--- src/rtl/apb_fifo_slave_if.sv ---
// APB bus bundle between the master's decoded slot and the FIFO mailbox responder.
// The level interrupt is a sideband output of the responder, not part of this bundle.
interface apb_fifo_slave_if;
    logic [31:0] PADDR;
    logic        PWRITE;
    logic        PENABLE;
    logic        PSEL;
    logic [31:0] PWDATA;
    logic [31:0] PRDATA;
    logic        PREADY;

    modport master (
        output PADDR, PWRITE, PENABLE, PSEL, PWDATA,
        input  PRDATA, PREADY
    );

    modport slave (
        input  PADDR, PWRITE, PENABLE, PSEL, PWDATA,
        output PRDATA, PREADY
    );
endinterface

--- src/rtl/apb_fifo_slave.sv ---
// APB responder exposing an 8-bit software mailbox FIFO with programmable wait states,
// sticky overflow/underflow flags and a level interrupt.
module apb_fifo_slave #(
    parameter int DEPTH       = 8,
    parameter int WAIT_CYCLES = 1
) (
    input  logic                PCLK,
    input  logic                PRESET,
    apb_fifo_slave_if.slave     bus,
    output logic                irq
);
    localparam int          AW      = $clog2(DEPTH);
    localparam logic [AW:0] DEPTH_C = (AW+1)'(DEPTH);
    localparam logic [3:0]  WAIT_C  = 4'(WAIT_CYCLES);

    localparam logic [9:0] OFF_CTRL   = 10'h000;
    localparam logic [9:0] OFF_STATUS = 10'h001;
    localparam logic [9:0] OFF_TXDATA = 10'h002;
    localparam logic [9:0] OFF_RXDATA = 10'h003;

    // Handshake: a transfer is SETUP (PSEL & ~PENABLE) then ACCESS (PSEL & PENABLE);
    // ACCESS holds while PREADY is low, and the cycle with ACCESS & PREADY is the single
    // completion cycle whose closing edge commits every side effect exactly once.
    logic        access;
    logic        complete;
    logic        wr_done;
    logic        rd_done;
    logic [9:0]  reg_off;

    logic [3:0]  wcnt;
    logic        abort;

    logic [7:0]  mem [DEPTH];
    logic [AW-1:0] wptr;
    logic [AW-1:0] rptr;
    logic [AW:0]   count;
    logic        en;
    logic        ovf;
    logic        udf;
    logic        empty;
    logic        full;

    logic        do_push;
    logic        do_pop;
    logic        do_clr;
    logic [31:0] rdata;

    assign access   = bus.PSEL & bus.PENABLE;
    assign bus.PREADY = access & ~abort & (wcnt == WAIT_C);
    assign complete = access & bus.PREADY;
    assign wr_done  = complete & bus.PWRITE;
    assign rd_done  = complete & ~bus.PWRITE;
    assign reg_off  = bus.PADDR[11:2];

    assign empty = (count == '0);
    assign full  = (count == DEPTH_C);
    assign irq   = en & ~empty;

    assign do_clr  = wr_done & (reg_off == OFF_CTRL) & bus.PWDATA[1];
    assign do_push = wr_done & (reg_off == OFF_TXDATA) & en & ~full;
    assign do_pop  = rd_done & (reg_off == OFF_RXDATA) & en & ~empty;

    logic unused_bits;
    assign unused_bits = ^{bus.PADDR[31:12], bus.PADDR[1:0], bus.PWDATA[31:8]};

    // A transfer caught by reset stays dead until the master leaves ACCESS.
    always_ff @(posedge PCLK) begin
        if (!PRESET) begin
            wcnt  <= '0;
            abort <= 1'b1;
        end else begin
            if (!access)
                abort <= 1'b0;
            if (!access || complete || abort)
                wcnt <= '0;
            else
                wcnt <= wcnt + 4'd1;
        end
    end

    always_ff @(posedge PCLK) begin
        if (do_push)
            mem[wptr] <= bus.PWDATA[7:0];
    end

    always_ff @(posedge PCLK) begin
        if (!PRESET) begin
            wptr  <= '0;
            rptr  <= '0;
            count <= '0;
            en    <= 1'b0;
            ovf   <= 1'b0;
            udf   <= 1'b0;
        end else begin
            if (wr_done && reg_off == OFF_CTRL)
                en <= bus.PWDATA[0];
            if (wr_done && reg_off == OFF_STATUS) begin
                if (bus.PWDATA[2]) ovf <= 1'b0;
                if (bus.PWDATA[3]) udf <= 1'b0;
            end
            if (wr_done && reg_off == OFF_TXDATA && en && full)
                ovf <= 1'b1;
            if (rd_done && reg_off == OFF_RXDATA && en && empty)
                udf <= 1'b1;

            if (do_clr) begin
                wptr  <= '0;
                rptr  <= '0;
                count <= '0;
            end else begin
                if (do_push) begin
                    wptr  <= wptr + 1'b1;
                    count <= count + 1'b1;
                end
                if (do_pop) begin
                    rptr  <= rptr + 1'b1;
                    count <= count - 1'b1;
                end
            end
        end
    end

    always_comb begin
        rdata = '0;
        case (reg_off)
            OFF_CTRL:   rdata = {31'b0, en};
            OFF_STATUS: rdata = {16'b0, 8'(count), 4'b0, udf, ovf, full, empty};
            OFF_RXDATA: rdata = (en && !empty) ? {24'b0, mem[rptr]} : 32'b0;
            default:    rdata = '0;
        endcase
    end

    assign bus.PRDATA = rd_done ? rdata : 32'b0;
endmodule

--- src/flat_wrapper.sv ---
// flat-port wrapper written by rule: the top's interface ports become plain ports
module apb_fifo_slave_flat 
#(
    parameter int DEPTH       = 8,
    parameter int WAIT_CYCLES = 1
)
  (PCLK, PRESET, irq, bus_PADDR, bus_PWRITE, bus_PENABLE, bus_PSEL, bus_PWDATA, bus_PRDATA, bus_PREADY);
  apb_fifo_slave_if bus_i ();
  input  logic PCLK;
  input  logic PRESET;
  output logic irq;
  input wire logic [$bits(bus_i.PADDR)-1:0] bus_PADDR;
  input wire logic [$bits(bus_i.PWRITE)-1:0] bus_PWRITE;
  input wire logic [$bits(bus_i.PENABLE)-1:0] bus_PENABLE;
  input wire logic [$bits(bus_i.PSEL)-1:0] bus_PSEL;
  input wire logic [$bits(bus_i.PWDATA)-1:0] bus_PWDATA;
  output wire logic [$bits(bus_i.PRDATA)-1:0] bus_PRDATA;
  output wire logic [$bits(bus_i.PREADY)-1:0] bus_PREADY;
  assign bus_i.PADDR = bus_PADDR;
  assign bus_i.PWRITE = bus_PWRITE;
  assign bus_i.PENABLE = bus_PENABLE;
  assign bus_i.PSEL = bus_PSEL;
  assign bus_i.PWDATA = bus_PWDATA;
  assign bus_PRDATA = bus_i.PRDATA;
  assign bus_PREADY = bus_i.PREADY;
  apb_fifo_slave #(.DEPTH(DEPTH), .WAIT_CYCLES(WAIT_CYCLES)) u_core (.PCLK(PCLK), .PRESET(PRESET), .bus(bus_i), .irq(irq));
endmodule
--- config.mk ---
export PLATFORM = sky130hd
export DESIGN_NAME = apb_fifo_slave_flat
export DESIGN_NICKNAME = d
export VERILOG_FILES = /design/src/rtl/apb_fifo_slave_if.sv /design/src/rtl/apb_fifo_slave.sv /design/src/flat_wrapper.sv
export SDC_FILE = /design/constraint.sdc
export NUM_CORES = 1
export LEC_CHECK = 0
export CORE_ASPECT_RATIO = 0.6
export CORE_UTILIZATION = 40
export CTS_BUF_LIST = sky130_fd_sc_hd__clkbuf_8
export CTS_CLUSTER_DIAMETER = 80
export DETAILED_ROUTE_END_ITERATION = 16
export PLACE_DENSITY = 0.66
export SLEW_MARGIN = 20
export SYNTH_ARGS = -nofsm -noshare
export SYNTH_HDL_FRONTEND = slang
export SYNTH_SLANG_ARGS = --single-unit
--- constraint.sdc ---
create_clock -name PCLK -period 3.2 [get_ports PCLK]
set_input_delay 0.32 -clock PCLK [delete_from_list [all_inputs] [get_ports PCLK]]
set_output_delay 0.32 -clock PCLK [all_outputs]
set_load 0.02 [all_outputs]
==> metrics.csv, run 1 <==
metric,value,unit
slew margin rel.,52.3,%
Hold Path Class,flip-flop to flip-flop,
Int Pwr,1.49,mW
largest net degree at the start of global routing,22,
Die W,129,um
delay of the slowest critical-path stage,0.56,ns
number of post-CTS setup repair buffers,0,
Reg area,2340,um2
CTS tree,done,
clk_lat worst skew,0.34,ns
Post-Route WL,7830,um
"most common cell after layout, fill and taps aside",edfxtp_1,
DR vias/cell,5.12,
max_cap viols,0,
total clock sinks,85,
core area,9260,um2
met2 Resource Use GR,23.9,%
initial antenna violation count,0,
total power,1.89,mW
DRC,0,
ys flop type,edfxtp_1,
WP data arrival,2.70,ns
"commonest cells after routing, fill and taps aside","edfxtp_1 (64), clkdlybuf4s50_1 (28), buf_4 (22)",
crit-path cells,clkdlybuf4s50_1 -> or4_4 -> or4_4 -> nor4b_2 -> buf_4 -> o2bb2ai_1 -> dlygate4sd2_1,
outcome,"complete, no violations",
RR Endpoint,u_core.mem[0][7],
"setup slack, reg-to-reg",0.51,ns
Fillers,841,
worst vdd ir,0.182,mV
Clock Skews,0.00903,ns
post-CTS sizing,8,
GR Util met1,24.7,%
final setup fails,0,
Placed Instances,452,
Critical Path RT,2.88,ns
Clk pwr share,32.8,%
Buffers on Ports,36,
Multi-input gate area,1360,um2
layout cell share with drive strength beyond 1,17.5,%
Rows,27,
minimum clock period after layout,3.02,ns
met3 Resource Use GR,5.38,%
die outline area,10000,um2
RSZ-0062 raised after global routing,false,
TritonCTS Buffers,9,
asr flop ratio synth,0,%
Reg-to-Reg Start,u_core.wcnt[0],
startpoint types,input port,
total grt overflow,0,
routability congestion estimate,0.822,
Worst-Margin Slew,0.705,ns
Final nets,407,
first-pass GRT wire length,12100,um
Initial Utilization,41.5,%
Tcrit/Tclk final,94.5,%
Routed Antenna Nets,0,
I/O Pins,103,
CP most frequent cell,or4_4,
"Slew Viols, Final",0,
synthesized area per cell,13.9,um2
Gate power share,4.5,%
initial drt markers,162,
Fmax,331,MHz
Hold Path End,u_core.wcnt[0],
"EDFF count, synth",64,
average wire per standard cell,16.7,um
Buf/Inv on CP,3,
min-delay src,u_core.wcnt[0],
Clock transition at path regs,0.07,ns
via count,2398,
Worst R2R Path Depth,7,
#FFs+latches synth,85,
Net Sw Frac,21.3,%
vias in the first global route,2222,
fin cells,468,
crit path max-delay cell type,or4_4,
sequential element share of the synthesized area,61.0,%
Layout area overhead,18.8,%
Reg power frac,62.6,%
pwr dens,414,nW/um2
CP Max Fanout,7,
H-tree Lvls,3,
DR pass1 iterations,4,
Post-Syn Area,3840,um2
number of diodes,0,
leak pwr,1.55,nW
global route hottest layer,met1,
crit path kind,input port to output port,
Hold Buf Count CTS,0,
Hold Path Depth,1,
"CP delay by family, top",simple AND/OR/NAND/NOR gates,
Yosys cell types,51,
Final Hold Fails,0,
Max Root-Sink Buffers,2,
All-Layer GR Usage,17.0,%
total of warnings raised by yosys,0,
post-DP HPWL,5530,um
Post-Syn Instances,276,
Die Y,77.9,um
CP Capture Type,output port,
Psw,0.402,mW
Root Buffer,clkbuf_8,
-- cell families (layout without fill, tap and decap cells) --
| kind of cell | Yosys count | in the layout | share of synthesized area [%] |
|---|---|---|---|
| AO/OA/AOI/OAI | 38 | 38 | 6.22 |
| XOR/XNOR | 3 | 3 | 0.684 |
| adder cells (fa/ha/maj) | 5 | 5 | 1.63 |
| buffers and inverters | 34 | 77 | 5.54 |
| flip-flops | 85 | 85 | 61.0 |
| multiplexers | 28 | 28 | 11.9 |
| other | 1 | 20 | 0.0976 |
| AND/OR/NAND/NOR | 82 | 82 | 13.0 |
-- state kept, by name, indices dropped and copies added, names as in the netlist, named ones only --
name          cells
u_core.rptr       3
u_core.abort      1
u_core.wptr       3
u_core.count      4
u_core.udf        1
u_core.mem       64
u_core.wcnt       4
u_core.ovf        1
u_core.en         1
-- worst max path at each step --
stage                              start               end  slack (ns)  cells after the start
final                       bus_PADDR[5]     bus_PRDATA[1]        0.18                      7
after global routing      u_core.wcnt[0]     bus_PRDATA[4]        0.01                      8
after CTS                 u_core.wcnt[0]     bus_PRDATA[4]        0.15                      8
after detailed placement    bus_PADDR[5]     bus_PRDATA[1]        -0.1                      7
after global placement      bus_PADDR[5]     bus_PRDATA[1]       -0.07                      7
after floorplan           u_core.wcnt[0]  u_core.mem[4][0]        0.41                      7
-- stage by stage --
step / area (um2) / hold slack (ns) / TNS (ns) / util, % / worst slack (ns)
2_1_floorplan: 3910 / 0.419 / 0 / - / 0.410
3_5_place_dp: 4420 / 0.466 / -0.506 / 47.7 / -0.0953
3_3_place_gp: 4420 / 0.449 / -0.338 / 47.7 / -0.0740
6_report: 4560 / 0.473 / 0 / 49.3 / 0.175
4_1_cts: 4560 / 0.484 / 0 / 49.3 / 0.148
5_1_grt: 4560 / 0.515 / 0 / 49.3 / 0.0117
-- Yosys cell counts (2+ instances only) --
master     instances  area (um2)
nand3_1           13        65.1
nand2b_1           2        12.5
o211ai_1           2        15.0
dfxtp_1           21         420
nor4_1             2        12.5
or3_1              3        18.8
nor2_1            19        71.3
ha_1               5        62.6
nand2_1            7        26.3
mux2i_1           14         140
inv_1              2        7.51
nand3b_1           2        15.0
mux4_2            14         315
a21oi_1           10        50.1
edfxtp_1          64        1920
o2bb2ai_1          3        26.3
a22oi_1            2        15.0
buf_2              2        10.0
a21boi_0           3        22.5
and4b_1            2        20.0
and2_1             6        37.5
nor3_1             3        15.0
a32oi_1            2        17.5
or4_1              3        22.5
o21ai_0           11        55.1
buf_4             20         150
clkbuf_1           9        33.8
or4_4              2        22.5
xnor2_1            2        17.5
nor2b_1            5        31.3
-- area by class of cell --
class	instances	area share, %
inverter	2	0.164
timing repair buffer	59	11.7
clock buffer	9	2.71
multi-input combinational	176	29.7
clock inverter	7	0.768
tap	130	3.56
sequential	85	51.3
-- power groups by stage --
stage,clock network [mW],registers [mW],logic (mW)
finish,0.621,1.18,0.0853
global route,0.694,1.18,0.0935
CTS,0.646,1.18,0.0854
detailed placement,0,1.21,0.0852
global placement,0,1.21,0.0835
floorplan,0,1.21,0.0542
-- per-layer routing --
layer	wire, um	vias up
met5	0	-
met1	3930	1188
li1	-	1132
met4	61	0
met2	3390	73
met3	457	5
Note: power is estimated with default switching activity, not from simulation.
==> inputs of run 2 (changes only) <==
--- a/config.mk
+++ b/config.mk
@@ -8,2 +8,3 @@
 export CORE_ASPECT_RATIO = 0.6
+export CORE_MARGIN = 10
 export CORE_UTILIZATION = 40
==> constraint.sdc (replaced) <==
create_clock -name PCLK -period 3.2 [get_ports PCLK]
set_input_delay 0.8 -clock PCLK [delete_from_list [all_inputs] [get_ports PCLK]]
set_output_delay 0.8 -clock PCLK [all_outputs]
set_load 0.02 [all_outputs]
==> metrics.csv, run 2 (synthesized netlist as in run 1, its figures left out) <==
metric,value,unit,change
first-pass GRT wire length,14000,um,+15%
crit path kind,input port to output port,,
Hold Path Depth,2,,+1
core area,9260,um2,unchanged
Fmax,292,MHz,-12%
CTS tree,done,,
RSZ-0062 raised after global routing,true,,
minimum clock period after layout,3.43,ns,+0.406 ns
max_cap viols,0,,unchanged
CP Max Fanout,4,,-3
worst setup margin,-0.230,ns,-0.406 ns
vias in the first global route,2512,,+13%
worst vdd ir,0.219,mV,+20%
WP data arrival,2.63,ns,-0.07 ns
max reg flops,64,,unchanged
number of diodes,0,,unchanged
pwr dens,409,nW/um2,-1.3%
DR vias/cell,5.13,,+0.15%
via count,2530,,+5.5%
design area,4900,um2,+7.4%
failing checks,setup timing,,
Buffers on Ports,36,,unchanged
outcome,finished with violations,,
post-place instance area,4610,um2,+4.3%
largest net degree at the start of global routing,22,,unchanged
Layout area overhead,27.7,%,
setup_tns,-1.65,ns,-1.65 ns
H-tree Lvls,3,,unchanged
initial antenna violation count,0,,unchanged
total grt overflow,0,,unchanged
biggest regs,"u_core.mem (64), u_core.count (4), u_core.wcnt (4)",,
"most common cell after layout, fill and taps aside",edfxtp_1,,
hold_ws,0.469,ns,-0.00446 ns
Rows,27,,unchanged
"Slew Viols, Final",0,,unchanged
Die Y,95.9,um,+23%
leak pwr,1.73,nW,+12%
Clock Skews,0.0134,ns,+0.00436 ns
Worst R2R Path Depth,13,,+6
Clock transition at path regs,0.08,ns,about the same
routability congestion estimate,0.879,,+6.9%
Die W,147,um,+14%
Fillers,768,,-8.7%
initial drt markers,157,,-3.1%
Hold Path Class,flip-flop to flip-flop,,
"worst slack, placed",-1.07,ns,-0.972 ns
Critical Path RT,2.40,ns,-0.48 ns
final setup fails,8,,+8
post-DP HPWL,6500,um,+18%
Reg with most FFs,u_core.mem,,
I/O Pins,103,,unchanged
DR pass1 iterations,4,,unchanged
CP Capture Type,output port,,
TritonCTS Buffers,9,,unchanged
Final Hold Fails,0,,unchanged
Tcrit/Tclk final,107,%,+13 points
slew margin rel.,60.6,%,+8.3 points
Root Buffer,clkbuf_8,,
clk_lat worst skew,0.36,ns,+0.02 ns
DRC,0,,unchanged
Hold Buf Count CTS,0,,unchanged
Routed Antenna Nets,0,,unchanged
Max Root-Sink Buffers,2,,unchanged
total clock sinks,85,,unchanged
All-Layer GR Usage,13.1,%,-4.0 points
startpoint types,input port,,
Worst-Margin Slew,0.590,ns,-0.115 ns
"commonest cells after routing, fill and taps aside","edfxtp_1 (64), buf_4 (44), dfxtp_1 (21)",,
die outline area,14100,um2,+40%
Post-Route WL,8890,um,+14%
Final nets,432,,+6.1%
layout cell share with drive strength beyond 1,32.2,%,+15 points
"setup slack, reg-to-reg",0.40,ns,-0.11 ns
Initial Utilization,41.5,%,unchanged
average wire per standard cell,18.0,um,+7.8%
run 2: changes by cell type in the layout (fill, tap and decap cells not counted), moves of 6 or more:
cell and change:
buf_4 +22, dlygate4sd2_1 -6, clkdlybuf4s50_1 -14, buf_6 +15
run 2: layout make-up:
| cell class | instances | area [um2] | share of cell area [%] |
|---|---|---|---|
| inverters | 2 | 7.51 | 0.153 |
| well taps | 130 | 163 | 3.32 |
| flip-flops and latches | 85 | 2340 | 47.8 |
| clock inverters | 7 | 66.3 | 1.35 |
| multi-input cells | 176 | 1450 | 29.5 |
| clock buffers | 9 | 124 | 2.53 |
| repair buffers | 84 | 752 | 15.3 |
run 2: final timing paths:
path                        from               to
setup / recovery   bus_PADDR[10]    bus_PRDATA[9]
hold / removal      u_core.abort     u_core.abort
setup reg to reg  u_core.wcnt[1]  u_core.count[2]
hold reg to reg     u_core.abort     u_core.abort
run 2: power breakdown:
| group | internal, mW | leakage, nW | total [mW] | switching [mW] |
|---|---|---|---|---|
| sequential | 1.18 | 0.744 | 1.18 | 0.000676 |
| clock | 0.358 | 0.103 | 0.730 | 0.372 |
| combinational | 0.0356 | 0.883 | 0.0898 | 0.0542 |
| total | 1.58 | 1.73 | 2.00 | 0.427 |
run 2: layer usage:
metal  GRT usage, %  part of all wire [%]  vias up  wire length, um
li1               -                     -     1184                -
met1           17.4                    47     1267             4210
met2           20.0                    45       69             3980
met3           4.26                   6.6       10              589
met4           4.06                   1.3        0              117
met5              0                     0        -                0
run 2: repair_timing:
item	CTS	global route
buffers inserted	1	1
endpoints found under the setup margin	17	12
resized for setup	108	16
pin swaps	7	8
run 2: critical path: stages:
cell,delay (ns)
buf_6,0.09
or4_4,0.52
or4_4,0.52
nor4b_4,0.25
buf_4,0.20
and2_4,0.15
buf_6,0.11
run 2: metrics by stage:
stage	utilization, %	instances	total power, mW
after floorplan	-	295	1.26
after global placement	49.8	475	1.30
after detailed placement	49.8	475	1.30
after CTS	52.2	492	2.02
after global routing	53.0	493	2.08
final	53.0	493	2.00
==> inputs of run 3 (changes only) <==
CAP_MARGIN = 20   (was default)
clock period = 3.9 ns   (was 3.2 ns; I/O delays follow)
==> metrics.csv, run 3 (synthesized netlist as in run 1, its figures left out) <==
metric,value,unit,change
startpoint types,input port,,
WP data arrival,2.83,ns,+0.20 ns
"setup slack, reg-to-reg",1.15,ns,+0.75 ns
first-pass GRT wire length,13500,um,-3.3%
Die W,147,um,unchanged
Hold Path Depth,1,,-1
outcome,"complete, no violations",,
Multi-input gate area,1410,um2,-2.6%
Routed Antenna Nets,0,,unchanged
Clock transition at path regs,0.08,ns,about the same
Clock Skews,0.00721,ns,-0.00618 ns
All-Layer GR Usage,12.8,%,-0.27 points
Hold Path End,u_core.wcnt[0],,
Worst R2R Path Depth,7,,-6
clk_lat worst skew,0.36,ns,about the same
Die Y,95.9,um,unchanged
crit path kind,input port to output port,,
layout cell share with drive strength beyond 1,24.5,%,-7.7 points
min-delay src,u_core.wcnt[0],,
Final Hold Fails,0,,unchanged
leak pwr,1.61,nW,-7.0%
"Slew Viols, Final",0,,unchanged
Hold Buf Count CTS,0,,unchanged
Reg area,2340,um2,unchanged
delay of the slowest critical-path stage,0.54,ns,+0.02 ns
CP Capture Type,output port,,
largest net degree at the start of global routing,22,,unchanged
Reg with most FFs,u_core.mem,,
post-DP HPWL,6190,um,-4.7%
max reg flops,64,,unchanged
Placed Instances,458,,-3.6%
CP Max Fanout,21,,+17
Max Root-Sink Buffers,2,,unchanged
Fillers,853,,+11%
Fmax,263,MHz,
TritonCTS Buffers,9,,unchanged
average wire per standard cell,18.1,um,+0.18%
Rows,27,,unchanged
Worst-Margin Slew,0.727,ns,+0.137 ns
Post-Route WL,8550,um,-3.9%
setup_tns,0,ns,+1.65 ns
fin cells,473,,-4.1%
Final nets,413,,-4.4%
Critical Path RT,2.92,ns,+0.52 ns
Hold Path Class,flip-flop to flip-flop,,
final core utilization,50.3,%,-2.7 points
RSZ-0062 raised after global routing,false,,
CP most frequent cell,or4_4,,
total clock sinks,85,,unchanged
routability congestion estimate,0.811,,-7.7%
Initial Utilization,41.5,%,unchanged
initial drt markers,165,,+5.1%
core area,9260,um2,unchanged
final setup fails,0,,-8
"commonest cells after routing, fill and taps aside","edfxtp_1 (64), buf_4 (28), dfxtp_1 (21)",,
worst vdd ir,0.172,mV,-22%
die outline area,14100,um2,unchanged
Layout area overhead,21.1,%,
max_cap viols,0,,unchanged
biggest regs,"u_core.mem (64), u_core.count (4), u_core.wcnt (4)",,
"CP delay by family, top",simple AND/OR/NAND/NOR gates,,
Buf/Inv on CP,3,,unchanged
total grt overflow,0,,unchanged
H-tree Lvls,3,,unchanged
Root Buffer,clkbuf_8,,
pwr dens,334,nW/um2,-18%
Reg-to-Reg Start,u_core.wcnt[0],,
crit-path cells,clkbuf_2 -> or4_4 -> or4_4 -> buf_4 -> a211oi_1 -> clkdlybuf4s15_2,,
RR Endpoint,u_core.mem[0][1],,
slew margin rel.,51.4,%,-9.2 points
DR pass1 iterations,4,,unchanged
DR vias/cell,5.10,,-0.55%
I/O Pins,103,,unchanged
vias in the first global route,2363,,-5.9%
via count,2414,,-4.6%
Buffers on Ports,36,,unchanged
CTS tree,done,,
crit path max-delay cell type,or4_4,,
Tcrit/Tclk final,97.6,%,
minimum clock period after layout,3.81,ns,
number of diodes,0,,unchanged
initial antenna violation count,0,,unchanged
hold_ws,0.473,ns,+0.00434 ns
"most common cell after layout, fill and taps aside",edfxtp_1,,
number of post-CTS setup repair buffers,0,,-1
DRC,0,,unchanged
run 3: worst reg2reg max path, cell delays in order (launching register included):
cell	delay (ns)
dfxtp_1	0.38
ha_1	0.16
or3b_1	0.37
or4_4	0.55
buf_4	0.23
or3_4	0.42
nor3_2	0.11
buf_4	0.22
run 3: final cells by class:
type                            count  share of cell area (%)
Clock buffer                        9                    2.66
Clock inverter                      6                   0.699
Inverter                            2                   0.161
Multi-Input combinational cell    176                    30.3
Sequential cell                    85                    50.3
Tap cell                          130                    3.50
Timing Repair Buffer               65                    12.3
run 3: how the worst max path moves through the flow:
stage                            start       endpoint  slack (ns)  depth (start not counted)
final                     bus_PADDR[6]  bus_PRDATA[0]        0.09                          6
after global routing      bus_PADDR[6]  bus_PRDATA[8]        0.03                          7
after CTS                 bus_PADDR[8]  bus_PRDATA[9]        0.02                          7
after detailed placement  bus_PADDR[5]  bus_PRDATA[2]       -0.72                          7
after global placement    bus_PADDR[5]  bus_PRDATA[1]       -0.69                          7
after floorplan           bus_PADDR[5]  bus_PRDATA[0]        0.16                          4
run 3: metrics by stage:
| stage | area, um2 | power (mW) | setup WS [ns] |
|---|---|---|---|
| 6_report | 4650 | 1.55 | 0.0920 |
| 5_1_grt | 4650 | 1.63 | 0.0340 |
| 4_1_cts | 4640 | 1.58 | 0.0180 |
| 3_5_place_dp | 4450 | 1.06 | -0.720 |
| 3_3_place_gp | 4450 | 1.06 | -0.695 |
| 2_1_floorplan | 3910 | 1.04 | 0.160 |
run 3: per-layer routing:
layer	up-vias	wire length [um]	track usage [%]
li1	1149	-	-
met2	67	3850	19.4
met4	0	131	5.06
met1	1187	3840	16.5
met3	11	729	4.68
met5	-	0	0
run 3: what timing repair did:
action,CTS,global route
pin swaps,4,4
endpoints found under the setup margin,12,11
gates resized for setup,72,11
run 3: power by group:
| part | switching, mW | total, mW | internal [mW] | leakage (nW) |
|---|---|---|---|---|
| registers | 0.000766 | 0.971 | 0.971 | 0.744 |
| clock network | 0.292 | 0.512 | 0.221 | 0.0813 |
| logic | 0.0437 | 0.0707 | 0.0270 | 0.783 |
